File: src/rtl/decode_stage.sv
// RV32I decode stage: combinational decode of the incoming word, registered into a
// main output entry backed by a one-entry skid buffer, with flush and an illegal counter.
module decode_stage #(
  parameter int XLEN  = 32,
  parameter int OP_W  = 7,
  parameter int CNT_W = 16
) (
  input  logic             clk,
  input  logic             rst_n,
  input  logic             in_valid,
  output logic             in_ready,
  input  logic [31:0]      in_instr,
  input  logic [XLEN-1:0]  in_pc,
  input  logic             flush,
  output logic             out_valid,
  input  logic             out_ready,
  output logic [XLEN-1:0]  out_pc,
  output logic [4:0]       rs1,
  output logic [4:0]       rs2,
  output logic [4:0]       rd,
  output logic [XLEN-1:0]  imm,
  output logic [OP_W-1:0]  operation,
  output logic [6:0]       fmt,
  output logic             illegal,
  output logic [CNT_W-1:0] illegal_cnt
);

  typedef struct packed {
    logic [4:0]      rs1;
    logic [4:0]      rs2;
    logic [4:0]      rd;
    logic [XLEN-1:0] imm;
    logic [OP_W-1:0] op;
    logic [6:0]      fmt;
    logic            illegal;
  } dec_t;

  localparam logic [6:0] FMT_R = 7'b0000001;
  localparam logic [6:0] FMT_I = 7'b0000010;
  localparam logic [6:0] FMT_L = 7'b0000100;
  localparam logic [6:0] FMT_S = 7'b0001000;
  localparam logic [6:0] FMT_B = 7'b0010000;
  localparam logic [6:0] FMT_U = 7'b0100000;
  localparam logic [6:0] FMT_J = 7'b1000000;

  function automatic dec_t decode(input logic [31:0] instr);
    dec_t               d;
    logic [5:0]         code;
    logic signed [31:0] raw;
    logic [6:0]         f;
    logic               use_rs1, use_rs2, use_rd, alt;
    logic [2:0]         f3;
    // NOTE: every local gets a default before the case so no path leaves it unassigned.
    d       = '0;
    code    = 6'd0;
    raw     = '0;
    f       = 7'b0;
    use_rs1 = 1'b1;
    use_rs2 = 1'b0;
    use_rd  = 1'b1;
    alt     = instr[30];
    f3      = instr[14:12];
    case (instr[6:0])
      7'b0110011: begin
        f = FMT_R; use_rs2 = 1'b1;
        case (f3)
          3'b000:  code = alt ? 6'd11 : 6'd10;
          3'b001:  code = 6'd12;
          3'b010:  code = 6'd13;
          3'b011:  code = 6'd14;
          3'b100:  code = 6'd15;
          3'b101:  code = alt ? 6'd17 : 6'd16;
          3'b110:  code = 6'd18;
          default: code = 6'd19;
        endcase
      end
      7'b0010011: begin
        f = FMT_I; raw = {{20{instr[31]}}, instr[31:20]};
        case (f3)
          3'b000:  code = 6'd1;
          3'b010:  code = 6'd2;
          3'b011:  code = 6'd3;
          3'b100:  code = 6'd4;
          3'b110:  code = 6'd5;
          3'b111:  code = 6'd6;
          3'b001:  code = 6'd7;
          default: code = alt ? 6'd9 : 6'd8;
        endcase
      end
      7'b0000011: begin
        f = FMT_L; raw = {{20{instr[31]}}, instr[31:20]};
        case (f3)
          3'b000:  code = 6'd26;
          3'b001:  code = 6'd27;
          3'b010:  code = 6'd28;
          3'b100:  code = 6'd29;
          3'b101:  code = 6'd30;
          default: code = 6'd0;
        endcase
      end
      7'b0100011: begin
        f = FMT_S; use_rs2 = 1'b1; use_rd = 1'b0;
        raw = {{20{instr[31]}}, instr[31:25], instr[11:7]};
        case (f3)
          3'b000:  code = 6'd31;
          3'b001:  code = 6'd32;
          3'b010:  code = 6'd33;
          default: code = 6'd0;
        endcase
      end
      7'b1100011: begin
        f = FMT_B; use_rs2 = 1'b1; use_rd = 1'b0;
        raw = {{19{instr[31]}}, instr[31], instr[7], instr[30:25], instr[11:8], 1'b0};
        case (f3)
          3'b000:  code = 6'd20;
          3'b001:  code = 6'd21;
          3'b100:  code = 6'd22;
          3'b101:  code = 6'd23;
          3'b110:  code = 6'd24;
          3'b111:  code = 6'd25;
          default: code = 6'd0;
        endcase
      end
      7'b0110111: begin
        f = FMT_U; use_rs1 = 1'b0; code = 6'd34; raw = {instr[31:12], 12'b0};
      end
      7'b0010111: begin
        f = FMT_U; use_rs1 = 1'b0; code = 6'd35; raw = {instr[31:12], 12'b0};
      end
      7'b1101111: begin
        f = FMT_J; use_rs1 = 1'b0; code = 6'd36;
        raw = {{11{instr[31]}}, instr[31], instr[19:12], instr[20], instr[30:21], 1'b0};
      end
      7'b1100111: begin
        f = FMT_I; raw = {{20{instr[31]}}, instr[31:20]};
        code = (f3 == 3'b000) ? 6'd37 : 6'd0;
      end
      default: code = 6'd0;
    endcase
    if (code == 6'd0) begin
      d.illegal = 1'b1;
    end else begin
      d.rs1 = use_rs1 ? instr[19:15] : 5'd0;
      d.rs2 = use_rs2 ? instr[24:20] : 5'd0;
      d.rd  = use_rd  ? instr[11:7]  : 5'd0;
      d.imm = XLEN'(raw);
      d.op  = OP_W'(code);
      d.fmt = f;
    end
    return d;
  endfunction

  dec_t            dec_in, main_d, skid_d;
  logic [XLEN-1:0] main_pc, skid_pc;
  logic            main_valid, skid_valid;
  logic            accept, consume;

  assign dec_in   = decode(in_instr);
  assign in_ready = rst_n && !skid_valid;
  assign accept   = in_valid && in_ready && !flush;
  assign consume  = main_valid && out_ready;

  // NOTE: state registers use non-blocking assignments; the data entries are reset too
  // so the outputs read zero after reset.
  always_ff @(posedge clk or negedge rst_n) begin
    if (!rst_n) begin
      main_valid <= 1'b0;
      skid_valid <= 1'b0;
      main_d     <= '0;
      skid_d     <= '0;
      main_pc    <= '0;
      skid_pc    <= '0;
    end else if (flush) begin
      main_valid <= 1'b0;
      skid_valid <= 1'b0;
    end else if (!main_valid || consume) begin
      // skid is older than anything on the input, so it refills main first
      if (skid_valid) begin
        main_d     <= skid_d;
        main_pc    <= skid_pc;
        main_valid <= 1'b1;
        skid_valid <= 1'b0;
      end else begin
        main_valid <= accept;
        if (accept) begin
          main_d  <= dec_in;
          main_pc <= in_pc;
        end
      end
    end else if (accept) begin
      skid_d     <= dec_in;
      skid_pc    <= in_pc;
      skid_valid <= 1'b1;
    end
  end

  always_ff @(posedge clk or negedge rst_n) begin
    if (!rst_n) begin
      illegal_cnt <= '0;
    end else if (consume && main_d.illegal && illegal_cnt != '1) begin
      illegal_cnt <= illegal_cnt + 1'b1;
    end
  end

  assign out_valid = main_valid;
  assign out_pc    = main_pc;
  assign rs1       = main_d.rs1;
  assign rs2       = main_d.rs2;
  assign rd        = main_d.rd;
  assign imm       = main_d.imm;
  assign operation = main_d.op;
  assign fmt       = main_d.fmt;
  assign illegal   = main_d.illegal;

endmodule

File: config.mk
export PLATFORM = sky130hd
export DESIGN_NAME = decode_stage
export DESIGN_NICKNAME = d
export VERILOG_FILES = /design/src/rtl/decode_stage.sv
export SDC_FILE = /design/constraint.sdc
export NUM_CORES = 1
export LEC_CHECK = 0
export BUFFER_PORTS_ARGS = -buffer_cell sky130_fd_sc_hd__clkbuf_2
export CELL_PAD_IN_SITES_DETAIL_PLACEMENT = 0
export CELL_PAD_IN_SITES_GLOBAL_PLACEMENT = 1
export CORE_MARGIN = 3
export CORE_UTILIZATION = 35
export CTS_CLUSTER_DIAMETER = 200
export DETAILED_ROUTE_END_ITERATION = 10
export PLACE_DENSITY = 0.79
export REMOVE_ABC_BUFFERS = 1
export SETUP_SLACK_MARGIN = 0.02
export SYNTH_ARGS = -nofsm -noshare
export SYNTH_HDL_FRONTEND = slang
export SYNTH_SLANG_ARGS = --single-unit
File: constraint.sdc
create_clock -name clk -period 2.02 [get_ports clk]
set_input_delay 0.606 -clock clk [delete_from_list [all_inputs] [get_ports clk]]
set_output_delay 0.606 -clock clk [all_outputs]
set_load 0.1 [all_outputs]
## Word level (Yosys, flattened, before mapping)

Cells that the tools add are included.

| operators by class | value |
|---|---|
| $add $sub $neg | 1 |
| equal/unequal tests | 17 |
| multiplexer cells | 28 |
| bitwise logic cells | 2 |
| reductions and logical operators | 23 |

Operators by type and width:

| cell | number |
|---|---|
| $pmux 32 s5 | 1 |
| $mux 62 | 2 |
| $mux 32 | 2 |
| $mux 61 | 1 |
| $pmux 6 s9 | 1 |
| $pmux 7 s7 | 1 |
| $pmux 5 s7 | 1 |
| $pmux 5 s6 | 1 |
| $pmux 4 s7 | 1 |
| $pmux 5 s5 | 1 |
| $eq 7x6->1 const B | 3 |
| $eq 7x7->1 const B | 3 |
| $pmux 6 s3 | 1 |
| $add 16x1->16 const B | 1 |
| $ne 16x16->1 const B | 1 |
| $mux 5 | 3 |
| $eq 7x5->1 const B | 2 |
| $eq 3x3->1 const B | 4 |
| $mux 1 | 11 |
| $reduce_or 3->1 | 3 |
| $eq 7x2->1 const B | 1 |
| $eq 3x2->1 const B | 2 |
| $logic_and 1x1->1 | 6 |
| $logic_not 6->1 | 1 |
| 10 further kinds | 17 |

| word-level totals | value |
|---|---|
| register bits after elaboration | 206 |
| input bits | 69 |
| output and inout bits | 112 |

## Depth between registers and ports, before layout

| logic depth | value |
|---|---|
| word-level depth | 7 |
| depth in mapped cells | 12 |
| gate-level depth less buffers | 8 |

## Least setup slack after synthesis

OpenSTA, ideal clock, no wires.

| path | value |
|---|---|
| kind | input -> register |
| start | input port in_instr[5] |
| end | register skid_d[0] (netlist name) |
| library setup time | 0.125 ns |
| arrival | 2.728 ns |
| setup slack | -0.832 ns |
| cell stages on the path | 10 |
| buffers on the path | 4 |
| cells stage by stage | buf_6 > or4_4 > or4_1 > a21oi_1 > nor4_1 > and4_4 > buf_6 > buf_6 > buf_2 > mux2_2 |

| between the ends | value |
|---|---|
| longest elaborated chain between the ends | 4 |
| elaborated cells on any way between the ends | 12 |

Ends and longest elaborated chain:

| item | RTL line | source |
|---|---|---|
| start: declaration | 12 | `input logic [31:0] in_instr,` |
| $eq 7x7->1, or another cell as far along | 63 | `case (instr[6:0])` |
| $pmux 6 s9 (*) | 63 |  |
| $logic_not 6->1 (*) | 140 | `if (code == 6'd0) begin` |
| $mux 1 (*) | 140 |  |
| end signal: assignment | 191 | `skid_d <= dec_in;` |
| end: declaration | 153 | `dec_t dec_in, main_d, skid_d;` |

Every way passes the cells marked *; elsewhere a longest branch is shown, timed or not.
A chain may end at the register's enable or synchronous reset.

## Worst setup path after layout

| path | value |
|---|---|
| start | input port in_instr[6] |
| end | register main_d, in the netlist imm[13] |

| between the ends | value |
|---|---|
| longest elaborated chain between the ends | 6 |
| elaborated cells on any way between the ends | 17 |

Ends and longest elaborated chain:

| item | RTL line | source |
|---|---|---|
| $eq 7x7->1, or another cell as far along | 63 |  |
| $pmux 6 s9, or another cell as far along | 63 |  |
| $logic_not 6->1 / $pmux 32 s5 (equally long branches) | 140, 63 |  |
| $mux 61 (*) | 140 |  |
| $mux 62 (*) | 185 | `if (accept) begin` |
| $mux 62 (*) | 178 | `if (skid_valid) begin` |
| end signal: assignment | 179 | `main_d <= skid_d;` |
| end signal: assignment | 186 | `main_d <= dec_in;` |
| end: declaration | 153 |  |

Every way passes the cells marked *; elsewhere a longest branch is shown, timed or not. The select of a mux whose other input is x is not followed.

==> flow_metrics.env <==
export IMPL_synthAdderAreaFrac_pct=0.240
export IMPL_setup_ws_ns=-0.430
export IMPL_max_slew_margin_pct=60.5
export IMPL_routed_wl_um=27900
export IMPL_rsz0062_at_grt="yes"
export IMPL_setup_violations=101
export IMPL_grt_pass1_wl_um=44300
export IMPL_muxShareOfSynthArea_pct=8.06
export IMPL_ios=181
export IMPL_stdcell_count=1578
export IMPL_p_leak_nw=6.31
export IMPL_worst_pin_slew_ns=0.594
export IMPL_worstPathMaxFanout=6
export IMPL_crit_family="simple AND/OR/NAND/NOR gates"
export IMPL_slowest_delay_ns=0.53
export IMPL_outcome="complete, but fails checks"
export IMPL_hpwl_um=17800
export IMPL_synthXorXnorAreaFrac_pct=1.59
export IMPL_violations="negative setup slack"
export IMPL_postSynthCellCount=920
export IMPL_drt_first_pass_iters=5
export IMPL_dp_cells=1495
export IMPL_clockRootBuffer="clkbuf_16"
export IMPL_cp_end_kind="flop"
export IMPL_synthArstFlopShare_pct=100
export IMPL_drtAntennaViolNets=0
export IMPL_ys_flop_type="dfrtp_1"
export IMPL_routedWlPerCell_um=17.7
export IMPL_p_per_area_nw_per_um2=994
export IMPL_clock_skew_ns=0.0141
export IMPL_startpoint_type="primary input"
export IMPL_seq_area_frac_synth_pct=54.4
export IMPL_drc=0
export IMPL_synth_edff_count=0
export IMPL_min_path_type="in2async"
export IMPL_vias=8267
export IMPL_placementRows=59
export IMPL_area_growth_pct=46.7
export IMPL_max_freq_ghz=0.408
export IMPL_fp_dieW_um=170
export IMPL_cts_sinks=204
export IMPL_m1WireLength_um=12600
export IMPL_synth_top_family_by_area="compound AO/OA/AOI/OAI gates"
export IMPL_fin_nets=1298
export IMPL_cp_slowest_cell="or4_4"
export IMPL_cts_buffer_depth=3
export IMPL_arrival_ns=2.90
export IMPL_synth_area_per_cell_um2=10.2
export IMPL_grt_max_degree=118
export IMPL_die_area_um2=28800
export IMPL_hold_violations=0
export IMPL_ys_ff_latch=204
export IMPL_ir_worst_vdd_uv=629
export IMPL_gp_congestion=0.876
export IMPL_drt_iter0_drc=372
export IMPL_slew_violations=0
export IMPL_antenna_found_initial=2
export IMPL_first_global_vias=8295
export IMPL_power_w=0.0137
export IMPL_syn_cell_area_um2=9380
export IMPL_crit_chain="buf_8, or4_4, or4_4, a21oi_4, nor4_4, and4_4, buf_12, buf_16, or3_4, a21oi_2"
export IMPL_path_buf_inv=3
export IMPL_clock_latency_ns=0.52
export IMPL_met2WireLength_um=13100
export IMPL_crit_path_frequent_cell="or4_4"
export IMPL_htree_levels=1
export IMPL_die_h_um=170
export IMPL_layout_drive_gt1_share_pct=43.2
export IMPL_crit_required_ns=2.47
export IMPL_antenna_cells=0
export IMPL_port_buffers=179
export IMPL_top_layer="met5"
export IMPL_track_usage_pct=18.8
export IMPL_grt_overflow_total=0
export IMPL_synth_cell_type_count=54
export IMPL_maxCapViolCount=0
export IMPL_cts_buffers=24
export IMPL_initial_core_util_pct=35.8
export IMPL_clkTransAtPathRegs_ns=0.06
export IMPL_synth_simple_area_share_pct=14.7
export IMPL_path_class="in2reg"
export IMPL_wl_met3_um=1770
export IMPL_final_period_utilization_pct=121
export IMPL_vias_per_cell=5.24
export IMPL_synth_compound_area_share_pct=17.5
export IMPL_yosys_warnings=0
export IMPL_finalCriticalPeriod_ns=2.45
export IMPL_cts_tree="yes"
export IMPL_core_area_um2=26200
registers in the layout, indices dropped and copies added (netlist names):
| name | cells |
|---|---|
| skid_d | 61 |
| imm | 32 |
| out_pc | 32 |
| skid_pc | 32 |
| illegal_cnt | 16 |
| fmt | 7 |
| operation | 6 |
| rd | 5 |
| rs1 | 5 |
| rs2 | 5 |
| illegal | 1 |
| out_valid | 1 |
| skid_valid | 1 |
logic make-up after synthesis:
| logic type | count (synthesis) |
|---|---|
| XOR/XNOR | 17 |
| buffers and inverters | 75 |
| AND/OR/NAND/NOR | 284 |
| multiplexers | 71 |
| adder cells (fa/ha/maj) | 2 |
| other | 1 |
| flip-flops | 204 |
| AO/OA/AOI/OAI | 266 |
synthesized netlist by cell type, types with 4 or more instances:
master     number  share of area (%)
a221o_1         7               0.75
o21ai_0        56                3.0
dfrtp_1       204                 54
nor3_1         13               0.69
a22o_1         21                2.0
or3_1          31                2.1
nand2_1       105                4.2
xnor2_1        14                1.3
buf_1           5               0.20
a211oi_1        4               0.32
mux2_2         36                4.3
nor3_2          5               0.53
o31ai_1        31                2.5
o2bb2ai_1      14                1.3
nor2b_1        10               0.67
a21oi_1       110                5.9
nand2b_1        5               0.33
a22oi_1         5               0.40
mux2i_1        35                3.7
buf_2           9               0.48
nand4_1         7               0.47
nor4_1          4               0.27
and3_1         13               0.87
nand3_1        14               0.75
nor2_1         61                2.4
clkbuf_1       55                2.2
worst register-to-register path: stages, from the launching register on:
cell	delay (ns)
dfrtp_4	0.49
buf_4	0.17
a21oi_1	0.27
nor3_2	0.10
nand2b_1	0.33
nor3_4	0.07
buf_12	0.15
a221o_1	0.30
layout make-up:
class	count	area [um^2]
Tap cell	335	419
Inverter	2	7.51
Fill cell	2269	12400
Multi-Input combinational cell	642	4690
Clock inverter	5	88.8
Sequential cell	204	5110
Timing Repair Buffer	354	2720
Clock buffer	36	726
worst paths after layout:
| path | start | to | slack (ns) | depth (start not counted) |
|---|---|---|---|---|
| hold reg to reg | out_pc[25]$_DFFE_PN0P_ | out_pc[25]$_DFFE_PN0P_ | 0.48 | 2 |
| hold / removal | rst_n | illegal_cnt[4]$_DFFE_PN0P_ | 0.28 | 3 |
| min in group clk | flush | out_valid$_DFFE_PN0N_ | 0.31 | 2 |
| setup / recovery | in_instr[6] | imm[13]$_DFFE_PN0P_ | -0.43 | 10 |
| max in group asynchronous | rst_n | operation[3]$_DFFE_PN0P_ | 1.25 | 3 |
| setup reg to reg | skid_valid$_DFFE_PN0P_ | imm[9]$_DFFE_PN0P_ | 0.03 | 7 |
layout by cell type (no fill, tap or decap), types with 4 or more instances in the layout:
cell       instances
buf_12            18
nand4_1            7
o31ai_4           14
o2bb2ai_1          6
or3_4             16
or3_1             15
o31ai_2           14
dfrtp_1          203
clkbuf_8           9
nor3_1             5
buf_6             19
clkbuf_1           4
clkbuf_4          25
nor3_2             5
a21oi_1           93
nor3_4             8
o2bb2ai_2          7
and3_1            13
buf_2             16
nand3_1           13
buf_16             4
buf_4            133
a22oi_1            5
nor2b_1            7
clkbuf_2         133
o21ai_0           50
mux2_2            36
a22o_1            21
clkbuf_16         25
mux2i_1           35
nor2_1            59
a221o_1            7
a21oi_2           15
xnor2_1           14
nand2b_1           4
buf_8              4
nand2_1          105
o21ai_1            5
routing by layer:
metal  up-vias  global-route usage, %
li1       3935                      -
met1      4088                   26.2
met2       207                   30.1
met3        33                   4.45
met4         4                   4.23
met5         -                      0
per-stage QoR:
stage	hold slack [ns]	worst slack, ns	setup TNS (ns)	cell area, um^2	util, %
after CTS	0.295	-0.429	-29.72	13300	50.8
after floorplan	0.310	-4.73	-693.41	9070	-
final	0.285	-0.430	-29.89	13800	52.5
after global routing	0.310	-0.453	-35.13	13800	52.5
after detailed placement	0.466	-1.08	-97.88	11600	44.1
after global placement	0.458	-1.07	-99.35	11600	44.1
power breakdown:
| part | switching [W] | total [W] | internal (W) |
|---|---|---|---|
| logic | 0.00343 | 0.00441 | 0.000980 |
| clock network | 0.00170 | 0.00442 | 0.00272 |
| registers | 0.000284 | 0.00484 | 0.00456 |
repair_timing:
| action | 4_1_cts | 5_1_grt |
|---|---|---|
| setup endpoints to repair | 125 | 142 |
| hold buffers | 0 | 0 |
| pin swaps | 91 | 30 |
| setup buffers | 23 | 17 |
| gates cloned | 7 | 1 |
| resized for setup | 123 | 92 |
(Power assumes the default switching activity.)
